<file path="src/rtl/uart_pkg.sv">
// Definitions shared by the UART receiver and transmitter.
// Provides:
//   - default bit timing (BAUD_CNT, HALF_CNT)
//   - payload width (DATA_BITS)
//   - the receiver state enum
package uart_pkg;

  localparam int BAUD_CNT  = 2604;
  localparam int HALF_CNT  = 1302;
  localparam int DATA_BITS = 8;

  typedef enum logic [1:0] {
    IDLE,
    START,
    DATA
  } rx_state_t;

endpackage

</file>
<file path="src/rtl/uart_rcv_if.sv">
// Receiver-side UART bundle: the serial line, the consumer handshake and the
// error pulses.
//   slave  : the receiver (takes RX/clr_rdy, drives data and flags)
//   master : whoever feeds the line and consumes bytes
interface uart_rcv_if;
  import uart_pkg::*;

  logic                 RX;
  logic                 clr_rdy;
  logic [DATA_BITS-1:0] rx_data;
  logic                 rdy;
  logic                 frm_err;
  logic                 ovr_err;

  modport slave (
    input  RX, clr_rdy,
    output rx_data, rdy, frm_err, ovr_err
  );

  modport master (
    output RX, clr_rdy,
    input  rx_data, rdy, frm_err, ovr_err
  );

endinterface

</file>
<file path="src/rtl/uart_rcv_sync2.sv">
// Two-flop synchronizer for a single asynchronous input.
// Both flops take RESET_VAL during reset, so an idle-high line does not look
// like an edge when reset is released.
// Ports:
//   clk, rst_n : clock, asynchronous active-low reset
//   d          : asynchronous input
//   q          : synchronized output, two clk behind d
module sync2 #(
  parameter logic RESET_VAL = 1'b1
) (
  input  logic clk,
  input  logic rst_n,
  input  logic d,
  output logic q
);

  logic meta;

  // Plain two-stage shift; the first stage may go metastable, the second is
  // the one the rest of the design is allowed to look at.
  always_ff @(posedge clk or negedge rst_n) begin
    if (!rst_n) begin
      meta <= RESET_VAL;
      q    <= RESET_VAL;
    end else begin
      meta <= d;
      q    <= meta;
    end
  end

endmodule

</file>
<file path="src/rtl/uart_rcv.sv">
// UART 8N1 receiver: one start bit, eight data bits LSB first, one stop bit.
// Each bit is sampled at mid-bit. The byte is then presented with a rdy/clr_rdy
// level handshake. Framing and overrun errors are flagged as one-clk pulses.
// Ports:
//   clk, rst_n : clock, asynchronous active-low reset
//   bus        : uart_rcv_if.slave
//                (RX, clr_rdy in; rx_data, rdy, frm_err, ovr_err out)
module uart_rcv #(
  parameter int BAUD_CNT = uart_pkg::BAUD_CNT,
  parameter int HALF_CNT = uart_pkg::HALF_CNT
) (
  input  logic       clk,
  input  logic       rst_n,
  uart_rcv_if.slave  bus
);
  import uart_pkg::*;

  localparam int CNT_W = $clog2(BAUD_CNT + 1);

  rx_state_t            state_q, state_d;
  logic                 rx_s;
  logic [CNT_W-1:0]     baud_cnt;
  logic [3:0]           bit_cnt;
  logic [DATA_BITS-1:0] shift_q;
  logic [DATA_BITS-1:0] rx_data_q;
  logic                 rdy_q, frm_err_q, ovr_err_q;

  logic sample, stop_sample;
  logic start_det, data_shift, frame_ok, frame_bad;

  sync2 #(.RESET_VAL(1'b1)) u_sync_rx (
    .clk   (clk),
    .rst_n (rst_n),
    .d     (bus.RX),
    .q     (rx_s)
  );

  // The baud counter reaches 1 on the clk before each mid-bit point, so the
  // sample edge lands exactly HALF_CNT / BAUD_CNT clk after the load.
  assign sample      = (state_q != IDLE) && (baud_cnt == CNT_W'(1));
  assign stop_sample = (state_q == DATA) && sample && (bit_cnt == 4'(DATA_BITS));

  // State register.
  always_ff @(posedge clk or negedge rst_n) begin
    if (!rst_n) state_q <= IDLE;
    else        state_q <= state_d;
  end

  // Next-state logic.
  always_comb begin
    state_d = state_q;
    case (state_q)
      IDLE:    if (!rx_s)       state_d = START;
      START:   if (sample)      state_d = rx_s ? IDLE : DATA;
      DATA:    if (stop_sample) state_d = IDLE;
      default:                  state_d = IDLE;
    endcase
  end

  // FSM control strobes for the datapath below.
  always_comb begin
    start_det  = 1'b0;
    data_shift = 1'b0;
    frame_ok   = 1'b0;
    frame_bad  = 1'b0;
    case (state_q)
      IDLE: start_det = !rx_s;
      DATA: begin
        data_shift = sample && !stop_sample;
        frame_ok   = stop_sample && rx_s;
        frame_bad  = stop_sample && !rx_s;
      end
      default: ;
    endcase
  end

  // Bit timing and bit capture.
  // The stop bit is judged straight from rx_s, so only the data bits are
  // stored. Bits enter at the MSB end, which leaves the byte in order
  // after eight shifts. bit_cnt counts every DATA sample (stop included).
  always_ff @(posedge clk or negedge rst_n) begin
    if (!rst_n) begin
      baud_cnt <= '0;
      bit_cnt  <= '0;
      shift_q  <= '0;
    end else begin
      if (start_det) begin
        baud_cnt <= CNT_W'(HALF_CNT);
        bit_cnt  <= '0;
      end else if (state_q != IDLE) begin
        baud_cnt <= sample ? CNT_W'(BAUD_CNT) : baud_cnt - 1'b1;
        if (state_q == DATA && sample) bit_cnt <= bit_cnt + 1'b1;
      end
      if (data_shift) shift_q <= {rx_s, shift_q[DATA_BITS-1:1]};
    end
  end

  // Consumer-facing outputs.
  // When a completed byte and clr_rdy land on the same clk, the new byte
  // wins: rdy stays set and no overrun is reported, because the consumer
  // has just taken the old byte.
  always_ff @(posedge clk or negedge rst_n) begin
    if (!rst_n) begin
      rx_data_q <= '0;
      rdy_q     <= 1'b0;
      frm_err_q <= 1'b0;
      ovr_err_q <= 1'b0;
    end else begin
      frm_err_q <= frame_bad;
      ovr_err_q <= frame_ok && rdy_q && !bus.clr_rdy;
      if (frame_ok) begin
        rx_data_q <= shift_q;
        rdy_q     <= 1'b1;
      end else if (bus.clr_rdy) begin
        rdy_q     <= 1'b0;
      end
    end
  end

  assign bus.rx_data = rx_data_q;
  assign bus.rdy     = rdy_q;
  assign bus.frm_err = frm_err_q;
  assign bus.ovr_err = ovr_err_q;

endmodule

</file>
<file path="src/flat_wrapper.sv">
// flat-port wrapper written by rule: the top's interface ports become plain ports
module uart_rcv_flat import uart_pkg::*;
#(
  parameter int BAUD_CNT = uart_pkg::BAUD_CNT,
  parameter int HALF_CNT = uart_pkg::HALF_CNT
)
  (clk, rst_n, bus_RX, bus_clr_rdy, bus_rx_data, bus_rdy, bus_frm_err, bus_ovr_err);
  uart_rcv_if bus_i ();
  input  logic clk;
  input  logic rst_n;
  input wire logic [$bits(bus_i.RX)-1:0] bus_RX;
  input wire logic [$bits(bus_i.clr_rdy)-1:0] bus_clr_rdy;
  output wire logic [$bits(bus_i.rx_data)-1:0] bus_rx_data;
  output wire logic [$bits(bus_i.rdy)-1:0] bus_rdy;
  output wire logic [$bits(bus_i.frm_err)-1:0] bus_frm_err;
  output wire logic [$bits(bus_i.ovr_err)-1:0] bus_ovr_err;
  assign bus_i.RX = bus_RX;
  assign bus_i.clr_rdy = bus_clr_rdy;
  assign bus_rx_data = bus_i.rx_data;
  assign bus_rdy = bus_i.rdy;
  assign bus_frm_err = bus_i.frm_err;
  assign bus_ovr_err = bus_i.ovr_err;
  uart_rcv #(.BAUD_CNT(BAUD_CNT), .HALF_CNT(HALF_CNT)) u_core (.clk(clk), .rst_n(rst_n), .bus(bus_i));
endmodule
</file>
<file path="config.mk">
export PLATFORM = sky130hd
export DESIGN_NAME = uart_rcv_flat
export DESIGN_NICKNAME = d
export VERILOG_FILES = /design/src/rtl/uart_pkg.sv /design/src/rtl/uart_rcv_if.sv /design/src/rtl/uart_rcv_sync2.sv /design/src/rtl/uart_rcv.sv /design/src/flat_wrapper.sv
export SDC_FILE = /design/constraint.sdc
export NUM_CORES = 1
export LEC_CHECK = 0
export BUFFER_PORTS_ARGS = -buffer_cell sky130_fd_sc_hd__buf_4
export CAP_MARGIN = 20
export CORE_ASPECT_RATIO = 0.75
export CORE_UTILIZATION = 55
export DETAILED_ROUTE_END_ITERATION = 10
export GPL_ROUTABILITY_DRIVEN = 1
export PLACE_DENSITY = 0.73
export SLEW_MARGIN = 40
export SYNTH_ARGS = -nofsm -noshare
export SYNTH_HDL_FRONTEND = slang
export SYNTH_HIERARCHICAL = 1
export SYNTH_SLANG_ARGS = --single-unit
</file>
<file path="constraint.sdc">
create_clock -name clk -period 2.5 [get_ports clk]
set_input_delay 0 -clock clk [delete_from_list [all_inputs] [get_ports clk]]
set_output_delay 0 -clock clk [all_outputs]
set_load 0.01 [all_outputs]
</file>
==> flow_summary_export.csv <==
group,metric,value,unit
die,pin_count,15,
clocking,cts-root-buf,"clkbuf_8",
logic_synthesis,synthArstFlopShare,100,%
die,die_area,3630,um2
critical_path,path_cells,"inv_1 -> ha_1 -> nor3b_1 -> nand4_1 -> buf_4 -> nor3_2 -> buf_4 -> mux2_2",
logic_synthesis,synth_top_area_share,49.7,%
sta,final_hold_viol_count,0,
critical_path,crit_cells,8,
cells_and_area,finalNetCount,199,
outcome,status,"completed",
route,drt-vias-per-instance,6.22,
logic_synthesis,synth_top_family_by_area,"simple AND/OR/NAND/NOR gates",
global_routing,grt-busiest-layer,"met2",
global_routing,first_global_vias,1329,
logic_synthesis,synthCells,172,
logic_synthesis,synth-compound-area-share,10.9,%
route,ant_nets,0,
place,place.gp.congestion,0.809,
critical_path,rrSetupSlack,0.32,ns
critical_path,critPathTopFamily,"simple AND/OR/NAND/NOR gates",
cells_and_area,syn_to_final_growth,13.9,%
critical_path,cpMaxStageDelayCell,"dfrtp_1",
route,vias,1430,
logic_synthesis,synthAdderAreaFrac,2.69,%
logic_synthesis,postSynthAreaPerCell,10.8,um2
clocking,worstSkewPairLatency,0.29,ns
critical_path,cp.required,2.67,ns
power,ir_worst_vdd,0.390,mV
cells_and_area,drive_gt1_share,26.6,%
critical_path,r2r_end,"u_core/shift_q[1]",
clocking,cts_made_buffers,5,
die,die_x,69.2,um
route,drtIter0Drc,111,
clocking,clkTransAtPathRegs,0.07,ns
critical_path,startpoint,"u_core/baud_cnt[1]",
clocking,cts-resized-gates,0,
critical_path,critPathMaxFanout,8,
sta,rsz0062_at_grt,"false",
die,die_h,52.4,um
place,io_buffers,14,
critical_path,reg2reg_from,"u_core/baud_cnt[1]",
logic_synthesis,synthXorXnorAreaFrac,0,%
cells_and_area,antennaDiodeCount,0,
die,initial_core_util,60.4,%
critical_path,reg2reg_depth,8,
power,p_per_area,497,nW/um2
sta,finalCritPeriodShare,87.0,%
logic_synthesis,yosys-top-cells-area,"dfrtp_1, mux2_2, nand3_1, dfstp_2, ha_1",
sta,finalSetupViolations,0,
clocking,cts_setup_buffers,0,
sta,slew_viol_final,0,
logic_synthesis,yosys.area_share.simple,21.2,%
logic_synthesis,synth_cell_types,42,
clocking,cts_tree,"yes",
clocking,ctsLongestPathBuffers,2,
logic_synthesis,synth_seq_area_share,52.5,%
worst_hold_path,hold_class,"in -> async",
route,drc,0,
global_routing,global_route.usage.met3,6.15,%
logic_synthesis,synth-edff-count,0,
critical_path,endpoint,"u_core/shift_q[1]",
die,coreArea,3080,um2
power,power,1.06,mW
critical_path,crit_arrival,2.35,ns
critical_path,start_kind,"register",
sta,fmax,460,MHz
route,dr.pass1.iters,4,
global_routing,grtUsageMet1,32.7,%
sta,max_slew_margin,42.4,%
route,wire_per_inst,16.4,um
logic_synthesis,yosysTopAreaCell,"dfrtp_1",
global_routing,grt_max_degree,40,
global_routing,grt_pass1_wl,6430,um
cells_and_area,fillers,229,
sta,finalClockSkew,0.00794,ns
logic_synthesis,ys.flop_type,"dfrtp_1",
power,leakagePower,0.972,nW
critical_path,path_buf_inv,3,
sta,period_needed,2.18,ns
logic_synthesis,syn_nets,180,
sta,fin_hold_ws,0.214,ns
logic_synthesis,ys_seq_elements,39,
global_routing,grt_use_total,23.9,%
die,rows,17,
critical_path,cp_common_cell,"buf_4",
critical_path,cpPeakStageDelay,0.42,ns
run,drv_cap,0,
logic_synthesis,synth_mux_area_share,9.67,%
critical_path,critical_path_class,"reg -> reg",
critical_path,endpoint_kind,"register",
route,wl,3770,um
logic_synthesis,ys_warn_count,6,
logic_synthesis,netlist_area,1860,um2
global_routing,gr-total-overflow,0,
clocking,cts.sinks,39,
sta,setup_tns,0,ns
sta,max_slew.worst_pin.slew,0.861,ns
global_routing,use_met2,36.2,%
place,dp_hpwl,2630,um
global_routing,antenna_found_initial,0,
clocking,htree_num_levels,2,
[logic make-up after synthesis]
| kind of cell | Yosys count |
|---|---|
| AND/OR/NAND/NOR | 68 |
| AO/OA/AOI/OAI | 30 |
| buffers and inverters | 15 |
| adder cells (fa/ha/maj) | 4 |
| flip-flops | 39 |
| multiplexers | 16 |
[how the worst min path moves through the flow]
| stage | startpoint | endpoint | slack, ns | depth (start not counted) |
|---|---|---|---|---|
| 6_report | rst_n | u_core/baud_cnt[7] | 0.21 | 2 |
| 5_1_grt | rst_n | u_core/baud_cnt[8] | 0.26 | 2 |
| 4_1_cts | rst_n | u_core/baud_cnt[7] | 0.23 | 2 |
| 3_5_place_dp | rst_n | u_core/baud_cnt[7] | -0.005 | 1 |
| 3_3_place_gp | rst_n | u_core/baud_cnt[7] | -0.01 | 1 |
| 2_1_floorplan | rst_n | u_core/baud_cnt[0] | -0.30 | 0 |
[what timing repair did]
item,CTS,global route
hold endpoints to repair,39,0
endpoints found under the setup margin,0,0
hold buffers,3,0
[through the flow]
stage	util, %	area (um2)	setup slack (ns)	cells
6_report	68.8	2120	0.324	230
3_5_place_dp	65.2	2010	0.384	219
5_1_grt	68.8	2120	0.178	230
2_1_floorplan	-	1860	0.479	172
4_1_cts	68.8	2120	0.337	230
3_3_place_gp	65.2	2010	0.408	219
[worst reg2reg max path, delay by kind of cell, from the launching register on]
| kind | cells | cell delay [ns] |
|---|---|---|
| fa+ha+maj | 1 | 0.17 |
| buf+inv | 3 | 0.53 |
| flops | 1 | 0.42 |
| mux | 1 | 0.35 |
| simple gates | 3 | 0.57 |
[state kept, by name, indices dropped and copies added, names as in the netlist]
signal                 flops
u_core/bus.rx_data         8
u_core/bus.rdy             1
u_core/u_sync_rx/q         1
u_core/u_sync_rx/meta      1
u_core/shift_q             8
u_core/bit_cnt             4
u_core/bus.ovr_err         1
u_core/baud_cnt           12
u_core/state_q             2
u_core/bus.frm_err         1
[synthesized netlist by cell type (2+ instances only)]
cell and n:
a21oi_1 6, dfrtp_1 37, and3_1 3, a31o_2 2
and4_1 2, mux2_2 16, o21ai_0 6, nand3_1 11
o311ai_0 2, nor2b_1 2, clkbuf_1 8, nand2_1 7
nand4b_1 2, nand2b_1 2, nor4_1 5, inv_1 6
nor2_1 11, nand4_1 3, nor3_1 7, ha_1 4
or4_1 2, a211oi_1 5, dfstp_2 2, a21o_1 3
[layer usage]
layer | share of wire, % | up-vias | wire, um
met5 | 0 | - | 0
met4 | 1.5 | 0 | 55
met3 | 5.2 | 7 | 196
met2 | 44 | 48 | 1670
met1 | 49 | 705 | 1860
li1 | - | 670 | -
[power breakdown]
part           leakage (nW)  switching, mW  internal (mW)
registers             0.503        0.00307          0.634
clock network        0.0422          0.203          0.196
logic                 0.427         0.0129        0.00670
total                 0.972          0.219          0.836
[cell type report]
cell class | instances | area, um2 | area share, %
flip-flops and latches | 39 | 978 | 46.1
multi-input cells | 118 | 827 | 39.0
repair buffers | 21 | 165 | 7.78
clock buffers | 7 | 76.3 | 3.60
well taps | 38 | 47.5 | 2.24
inverters | 6 | 22.5 | 1.06
clock inverters | 1 | 5.00 | 0.236
[cells in the final DEF (no fill, tap or decap), types with 3 or more instances in the layout]
| cell type | Yosys | final |
|---|---|---|
| nand2_1 | 7 | 7 |
| dlygate4sd3_1 | 0 | 3 |
| a21o_1 | 3 | 3 |
| o21ai_0 | 6 | 6 |
| a211oi_1 | 5 | 5 |
| buf_4 | 0 | 18 |
| nand4_1 | 3 | 3 |
| dfrtp_1 | 37 | 37 |
| nor2_1 | 11 | 11 |
| nor3_1 | 7 | 7 |
| mux2_2 | 16 | 16 |
| inv_1 | 6 | 6 |
| nand3_1 | 11 | 11 |
| ha_1 | 4 | 4 |
| nor4_1 | 5 | 5 |
| a21oi_1 | 6 | 6 |
| clkbuf_8 | 0 | 5 |
| and3_1 | 3 | 3 |
No activity file was read; power rests on OpenSTA's default activity.
